## config.mk

```make
export PLATFORM = sky130hd
export DESIGN_NAME = ex_muldiv_unit
export DESIGN_NICKNAME = d
export VERILOG_FILES = /design/src/rtl/rv_pkg.sv /design/src/rtl/md_div_core.sv /design/src/rtl/ex_muldiv_unit.sv
export SDC_FILE = /design/constraint.sdc
export NUM_CORES = 2
export LEC_CHECK = 0
export BUFFER_PORTS_ARGS = -buffer_cell sky130_fd_sc_hd__buf_2
export CAP_MARGIN = 20
export CORE_MARGIN = 5
export CORE_UTILIZATION = 50
export CTS_BUF_LIST = sky130_fd_sc_hd__clkbuf_8
export DETAILED_ROUTE_END_ITERATION = 6
export MAX_ROUTING_LAYER = met4
export PLACE_DENSITY = 0.65
export SLEW_MARGIN = 0
export SYNTH_ARGS = -nofsm -noshare
export SYNTH_HDL_FRONTEND = slang
export SYNTH_SLANG_ARGS = --single-unit
```

## constraint.sdc

```tcl
create_clock -name clock -period 22.1 [get_ports clock]
set_input_delay 1.105 -clock clock [delete_from_list [all_inputs] [get_ports clock]]
set_output_delay 1.105 -clock clock [all_outputs]
set_load 0.05 [all_outputs]
```

## src/rtl/rv_pkg.sv

```systemverilog
// Shared RV32M decode constants and the state encoding for the EX-stage
// multiply/divide unit.
package rv_pkg;

    localparam int XLEN = 32;

    localparam logic [6:0] OPCODE_OP     = 7'b0110011;
    localparam logic [6:0] FUNCT7_MULDIV = 7'b0000001;

    localparam logic [2:0] F3_MUL    = 3'b000;
    localparam logic [2:0] F3_MULH   = 3'b001;
    localparam logic [2:0] F3_MULHSU = 3'b010;
    localparam logic [2:0] F3_MULHU  = 3'b011;
    localparam logic [2:0] F3_DIV    = 3'b100;
    localparam logic [2:0] F3_DIVU   = 3'b101;
    localparam logic [2:0] F3_REM    = 3'b110;
    localparam logic [2:0] F3_REMU   = 3'b111;

    typedef enum logic [1:0] {
        ST_IDLE,
        ST_MUL,
        ST_DIV,
        ST_DONE
    } md_state_t;

endpackage

```

## src/rtl/md_div_core.sv

```systemverilog
// Iterative unsigned restoring divider. A start pulse loads the operands;
// each following clock resolves DIV_STEPS_PER_CYCLE quotient bits. During
// the last iteration cycle 'done' is high and quotient/remainder present the
// final values combinationally so the caller can register them on that edge.
module md_div_core
    import rv_pkg::*;
#(
    parameter int DIV_STEPS_PER_CYCLE = 1
) (
    input  logic            clock,
    input  logic            reset,
    input  logic            start,
    input  logic [XLEN-1:0] dividend,
    input  logic [XLEN-1:0] divisor,
    output logic            done,
    output logic [XLEN-1:0] quotient,
    output logic [XLEN-1:0] remainder
);

    localparam int ITERS = XLEN / DIV_STEPS_PER_CYCLE;

    logic [XLEN-1:0] rem_q, rem_d;
    logic [XLEN-1:0] quo_q, quo_d;
    logic [XLEN-1:0] dvs_q, dvs_d;
    logic [5:0]      cnt_q, cnt_d;

    logic [XLEN-1:0] rem_n;
    logic [XLEN-1:0] quo_n;
    logic [XLEN:0]   shifted;

    // Shift-compare-subtract steps applied to the current partial remainder.
    always_comb begin
        rem_n   = rem_q;
        quo_n   = quo_q;
        shifted = '0;
        for (int i = 0; i < DIV_STEPS_PER_CYCLE; i++) begin
            shifted = {rem_n, quo_n[XLEN-1]};
            quo_n   = {quo_n[XLEN-2:0], 1'b0};
            if (shifted >= {1'b0, dvs_q}) begin
                shifted  = shifted - {1'b0, dvs_q};
                quo_n[0] = 1'b1;
            end
            rem_n = shifted[XLEN-1:0];
        end
    end

    assign done      = (cnt_q == 6'd1);
    assign quotient  = quo_n;
    assign remainder = rem_n;

    // Load on start, otherwise step while iterations remain.
    always_comb begin
        rem_d = rem_q;
        quo_d = quo_q;
        dvs_d = dvs_q;
        cnt_d = cnt_q;
        if (start) begin
            rem_d = '0;
            quo_d = dividend;
            dvs_d = divisor;
            cnt_d = 6'(ITERS);
        end else if (cnt_q != 6'd0) begin
            rem_d = rem_n;
            quo_d = quo_n;
            cnt_d = cnt_q - 6'd1;
        end
    end

    // Divider state registers.
    always_ff @(posedge clock or posedge reset) begin
        if (reset) begin
            rem_q <= '0;
            quo_q <= '0;
            dvs_q <= '0;
            cnt_q <= '0;
        end else begin
            rem_q <= rem_d;
            quo_q <= quo_d;
            dvs_q <= dvs_d;
            cnt_q <= cnt_d;
        end
    end

endmodule

```

## src/rtl/ex_muldiv_unit.sv

```systemverilog
// EX-stage RV32M unit: detects M ops, runs a one-cycle multiply or an
// iterative divide, stalls the front end meanwhile and pulses md_valid with
// the result. Divide sign handling lives here; md_div_core is unsigned.
module ex_muldiv_unit
    import rv_pkg::*;
#(
    parameter int CORE                = 0,
    parameter int DIV_STEPS_PER_CYCLE = 1
) (
    input  logic             clock,
    input  logic             reset,
    input  logic [6:0]       ex_opcode,
    input  logic [2:0]       ex_funct3,
    input  logic [6:0]       ex_funct7,
    input  logic [XLEN-1:0]  ex_rs1_data,
    input  logic [XLEN-1:0]  ex_rs2_data,
    input  logic [4:0]       ex_rd,
    input  logic             ex_flush,
    output logic             md_stall,
    output logic             md_valid,
    output logic [XLEN-1:0]  md_result,
    output logic [4:0]       md_rd
);

    // The core id only labels the instance; an impossible id elaborates nothing.
    if (CORE < 0) begin : g_core_id_unused
    end

    md_state_t       state_q, state_d;
    logic [XLEN-1:0] a_q, a_d;
    logic [XLEN-1:0] b_q, b_d;
    logic [2:0]      funct3_q, funct3_d;
    logic [4:0]      rd_q, rd_d;
    logic            neg_quo_q, neg_quo_d;
    logic            neg_rem_q, neg_rem_d;
    logic [XLEN-1:0] md_result_q, md_result_d;
    logic [4:0]      md_rd_q, md_rd_d;

    logic            m_op;
    logic            signed_div, a_neg, b_neg, div_by_zero, div_ovf;
    logic [XLEN-1:0] a_mag, b_mag;
    logic            div_start, div_done;
    logic [XLEN-1:0] div_quo, div_rem;
    logic            mul_sa, mul_sb;
    logic [63:0]     a_wide, b_wide, prod;
    logic [XLEN-1:0] mul_word, quo_fix, rem_fix;

    assign m_op = (ex_opcode == OPCODE_OP) && (ex_funct7 == FUNCT7_MULDIV);

    assign signed_div  = ~ex_funct3[0];
    assign a_neg       = signed_div & ex_rs1_data[XLEN-1];
    assign b_neg       = signed_div & ex_rs2_data[XLEN-1];
    assign a_mag       = a_neg ? (~ex_rs1_data + 32'd1) : ex_rs1_data;
    assign b_mag       = b_neg ? (~ex_rs2_data + 32'd1) : ex_rs2_data;
    assign div_by_zero = (ex_rs2_data == 32'd0);
    assign div_ovf     = signed_div && (ex_rs1_data == 32'h8000_0000) &&
                         (ex_rs2_data == 32'hFFFF_FFFF);

    // 33-bit sign/zero extension carried into a 64-bit product.
    assign mul_sa   = (funct3_q == F3_MULH || funct3_q == F3_MULHSU) & a_q[XLEN-1];
    assign mul_sb   = (funct3_q == F3_MULH) & b_q[XLEN-1];
    assign a_wide   = {{32{mul_sa}}, a_q};
    assign b_wide   = {{32{mul_sb}}, b_q};
    assign prod     = a_wide * b_wide;
    assign mul_word = (funct3_q == F3_MUL) ? prod[31:0] : prod[63:32];

    assign quo_fix = neg_quo_q ? (~div_quo + 32'd1) : div_quo;
    assign rem_fix = neg_rem_q ? (~div_rem + 32'd1) : div_rem;

    md_div_core #(
        .DIV_STEPS_PER_CYCLE(DIV_STEPS_PER_CYCLE)
    ) u_div (
        .clock    (clock),
        .reset    (reset),
        .start    (div_start),
        .dividend (a_mag),
        .divisor  (b_mag),
        .done     (div_done),
        .quotient (div_quo),
        .remainder(div_rem)
    );

    // Next-state, operand capture, result selection, stall and valid.
    always_comb begin
        state_d     = state_q;
        a_d         = a_q;
        b_d         = b_q;
        funct3_d    = funct3_q;
        rd_d        = rd_q;
        neg_quo_d   = neg_quo_q;
        neg_rem_d   = neg_rem_q;
        md_result_d = md_result_q;
        md_rd_d     = md_rd_q;
        div_start   = 1'b0;
        md_stall    = 1'b0;
        md_valid    = 1'b0;
        case (state_q)
            ST_IDLE: begin
                if (m_op && !ex_flush) begin
                    md_stall = 1'b1;
                    a_d      = ex_rs1_data;
                    b_d      = ex_rs2_data;
                    funct3_d = ex_funct3;
                    rd_d     = ex_rd;
                    if (!ex_funct3[2]) begin
                        state_d = ST_MUL;
                    end else if (div_by_zero) begin
                        md_result_d = ex_funct3[1] ? ex_rs1_data : 32'hFFFF_FFFF;
                        md_rd_d     = ex_rd;
                        state_d     = ST_DONE;
                    end else if (div_ovf) begin
                        md_result_d = ex_funct3[1] ? 32'd0 : 32'h8000_0000;
                        md_rd_d     = ex_rd;
                        state_d     = ST_DONE;
                    end else begin
                        div_start = 1'b1;
                        neg_quo_d = a_neg ^ b_neg;
                        neg_rem_d = a_neg;
                        state_d   = ST_DIV;
                    end
                end
            end
            ST_MUL: begin
                md_stall    = 1'b1;
                md_result_d = mul_word;
                md_rd_d     = rd_q;
                state_d     = ST_DONE;
            end
            ST_DIV: begin
                md_stall = 1'b1;
                if (div_done) begin
                    md_result_d = funct3_q[1] ? rem_fix : quo_fix;
                    md_rd_d     = rd_q;
                    state_d     = ST_DONE;
                end
            end
            ST_DONE: begin
                md_valid = 1'b1;
                state_d  = ST_IDLE;
            end
            default: state_d = ST_IDLE;
        endcase
        if (ex_flush) begin
            state_d     = ST_IDLE;
            md_result_d = md_result_q;
            md_rd_d     = md_rd_q;
            md_stall    = 1'b0;
            md_valid    = 1'b0;
        end
        if (reset) begin
            md_stall = 1'b0;
        end
    end

    // State, captured operands and the held result.
    always_ff @(posedge clock or posedge reset) begin
        if (reset) begin
            state_q     <= ST_IDLE;
            a_q         <= '0;
            b_q         <= '0;
            funct3_q    <= '0;
            rd_q        <= '0;
            neg_quo_q   <= 1'b0;
            neg_rem_q   <= 1'b0;
            md_result_q <= '0;
            md_rd_q     <= '0;
        end else begin
            state_q     <= state_d;
            a_q         <= a_d;
            b_q         <= b_d;
            funct3_q    <= funct3_d;
            rd_q        <= rd_d;
            neg_quo_q   <= neg_quo_d;
            neg_rem_q   <= neg_rem_d;
            md_result_q <= md_result_d;
            md_rd_q     <= md_rd_d;
        end
    end

    assign md_result = md_result_q;
    assign md_rd     = md_rd_q;

endmodule
```

==> results.toml <==
[finish]
drive_gt1_share_pct = 6.83
num-fill-cells = 9863
final_core_util_pct = 52.7
area_growth_pct = 5.03
final_nets = 7297

[yosys]
syn_avg_cell_area_um2 = 8.93
synth_edf_count = 0
synth_area_mm2 = 0.0527
ys_seq_area_share_pct = 10.2
yosysMostFrequentCell = "inv_1"
synth_top_area_share_pct = 42.8
synthDistinctLibCells = 90
ys.flop_type = "dfrtp_1"
synth.net_count = 7375
synth_area_leader_cell = "fa_1"
synth.area.top_cells = "fa_1 (43%), dfrtp_1 (10%), inv_1 (8.8%), nand2_1 (6.7%), ha_1 (6.1%)"
netlist_instances = 5904
netlist_top_cells_count = "inv_1 (1240), fa_1 (1126), nand2_1 (944)"
synth-warning-count = 0
synth_seq_cells = 215
async_reset_ff_share_pct = 100

[route]
route.detailed.drc = 0
vias_per_cell = 5.61
post_drt_wl_per_cell_um = 21.3
antenna_left = 0
drt_iter0_markers = 3253
drt_pass1_iterations = 5
finalWirelength_um = 154000
via_count = 40688

[cts]
ctsLongestPathBuffers = 3
root_buffer = "clkbuf_8"
cts.sinks = 215
post_cts_buffers = 0
cts_tree = "built"
cts_htree_levels = 2
insertion_delay_ns = 0.61
cts_buffers = 41
clkTransAtPathRegs_ns = 0.06
holdBufCountCts = 0
cts_resized = 0

[place]
place_ws_ns = 12.33
dp_hpwl_um = 124000
gp_congestion = 0.976
io_buffers = 127

[global_routing]
gr-total-overflow = 0
antenna_found_initial = 11
track_usage_pct = 29.1
grt_pass1_wl_um = 248000
grt_pass1_vias = 42954
grt_max_degree = 97

[sta]
fin_crit_sh_pct = 44.3
fmax_mhz = 102
timing.slew.headroom_pct = 29.0
worst_slack_ns = 12.31
fin_skew_ns = 0.0462
fin_setup_tns_ns = 0
finalCriticalPeriod_ns = 9.79
tightest_slew_ns = 1.07
slew_violations = 0
final_hold_viol_count = 0
rsz0062_at_grt = "false"
setup_violations = 0

[die]
die_h_um = 335
ios = 128
core_area_mm2 = 0.105
die_w_um = 335
start_util_pct = 50.2
dieArea_mm2 = 0.112
fp-row-count = 119

[setup_path]
crit_path_end_kind = "flop"
crit_type = "reg -> reg"
arrival_ns = 10.28
worst_r2r_path_depth = 33
cpMostUsedCell = "fa_1"
cp.required_ns = 22.58
rrSetupSlack_ns = 12.31
crit_slowest_cell = "fa_1"
crit_fanout = 41
r2r-end = "md_result[29]"
start_kind = "flop"
max_stage_delay_ns = 0.77
timing.rr.start = "funct3_q[1]"

[power]
power_density_mw_per_mm2 = 33.4
total_leakage_power_nw = 26.3
ir_drop_mv = 0.0846

[outcome]
status = "finished clean"

[hold_path]
min_path_type = "in -> async"

[flow_run]
drv_cap = 0
[logic make-up after synthesis]
family	synth area share, %
and+or+nand+nor	14.8
xor gates and xnor gates	3.79
adders and majority gates	48.8
AOI/OAI and AO/OA	8.35
muxes	2.72
DFF	10.2
buffers and inverters	11.3
[area by class of cell]
| cell class | count | area (µm²) | area share [%] |
|---|---|---|---|
| inverters | 1240 | 4660 | 8.42 |
| repair buffers | 216 | 1300 | 2.36 |
| well taps | 1391 | 1740 | 3.14 |
| diodes | 9 | 22.5 | 0.0407 |
| flip-flops and latches | 215 | 5390 | 9.73 |
| clock inverters | 17 | 98.8 | 0.179 |
| multi-input cells | 4112 | 41400 | 74.8 |
| clock buffers | 53 | 729 | 1.32 |
[placed cells by master, fill, tap and decap left out, drive strengths merged, types with 30 or more instances in the layout]
master / count
a211oi: 39
a21o: 38
a21oi: 135
and2: 322
buf: 216
clkbuf: 53
dfrtp: 215
fa: 1126
ha: 256
inv: 1253
mux2: 74
mux2i: 60
nand2: 944
nand3: 30
nor2: 176
nor3: 46
o21ai: 213
o31ai: 30
xnor2: 139
xor2: 89
[state kept, by name, indices dropped and copies added, names as in the netlist]
register,cells
a_q,32
b_q,32
md_result,32
u_div.dvs_q,32
u_div.quo_q,32
u_div.rem_q,32
u_div.cnt_q,6
md_rd,5
rd_q,5
funct3_q,3
state_q,2
neg_quo_q,1
neg_rem_q,1
[how the worst max path moves through the flow]
stage               cells past startpoint  slack [ns]        start       endpoint
floorplan                              30       13.11  funct3_q[1]  md_result[29]
global placement                       32       12.41  funct3_q[1]  md_result[29]
detailed placement                     32       12.33  funct3_q[1]  md_result[29]
CTS                                    32       12.31  funct3_q[1]  md_result[29]
global route                           32       11.68  funct3_q[1]  md_result[29]
finish                                 33       12.31  funct3_q[1]  md_result[29]
[metal layers]
layer | vias to the layer above | part of all wire, % | routed length, µm | track usage [%]
li1 | 17786 | - | - | -
met1 | 21190 | 43 | 66300 | 40.5
met2 | 1426 | 47 | 72400 | 45.9
met3 | 286 | 6.7 | 10400 | 3.16
met4 | 0 | 3.4 | 5300 | 8.22
met5 | - | 0 | 0 | -
[critical path, delay by kind of cell, from the launching register on]
kind,cells,cell delay (ns)
fa+ha+maj,9,4.73
compound gates,6,1.56
simple gates,8,1.51
buf+inv,9,1.33
flops,1,0.32
xor+xnor,1,0.19
[where the power goes]
group	internal, W	switching, W
Combinational	0.000290	0.000565
Clock	0.000225	0.000188
Sequential	0.000470	0.000113
Total	0.000985	0.000865
[metrics by stage]
step	power, W	instances	area, µm²	hold WS (ns)
2_1_floorplan	0.00115	5904	52700	0.480
3_3_place_gp	0.00141	7174	54500	0.461
3_5_place_dp	0.00141	7174	54500	0.474
4_1_cts	0.00183	7244	55300	0.426
5_1_grt	0.00195	7251	55400	0.445
6_report	0.00185	7253	55400	0.453
(Power assumes the default switching activity.)
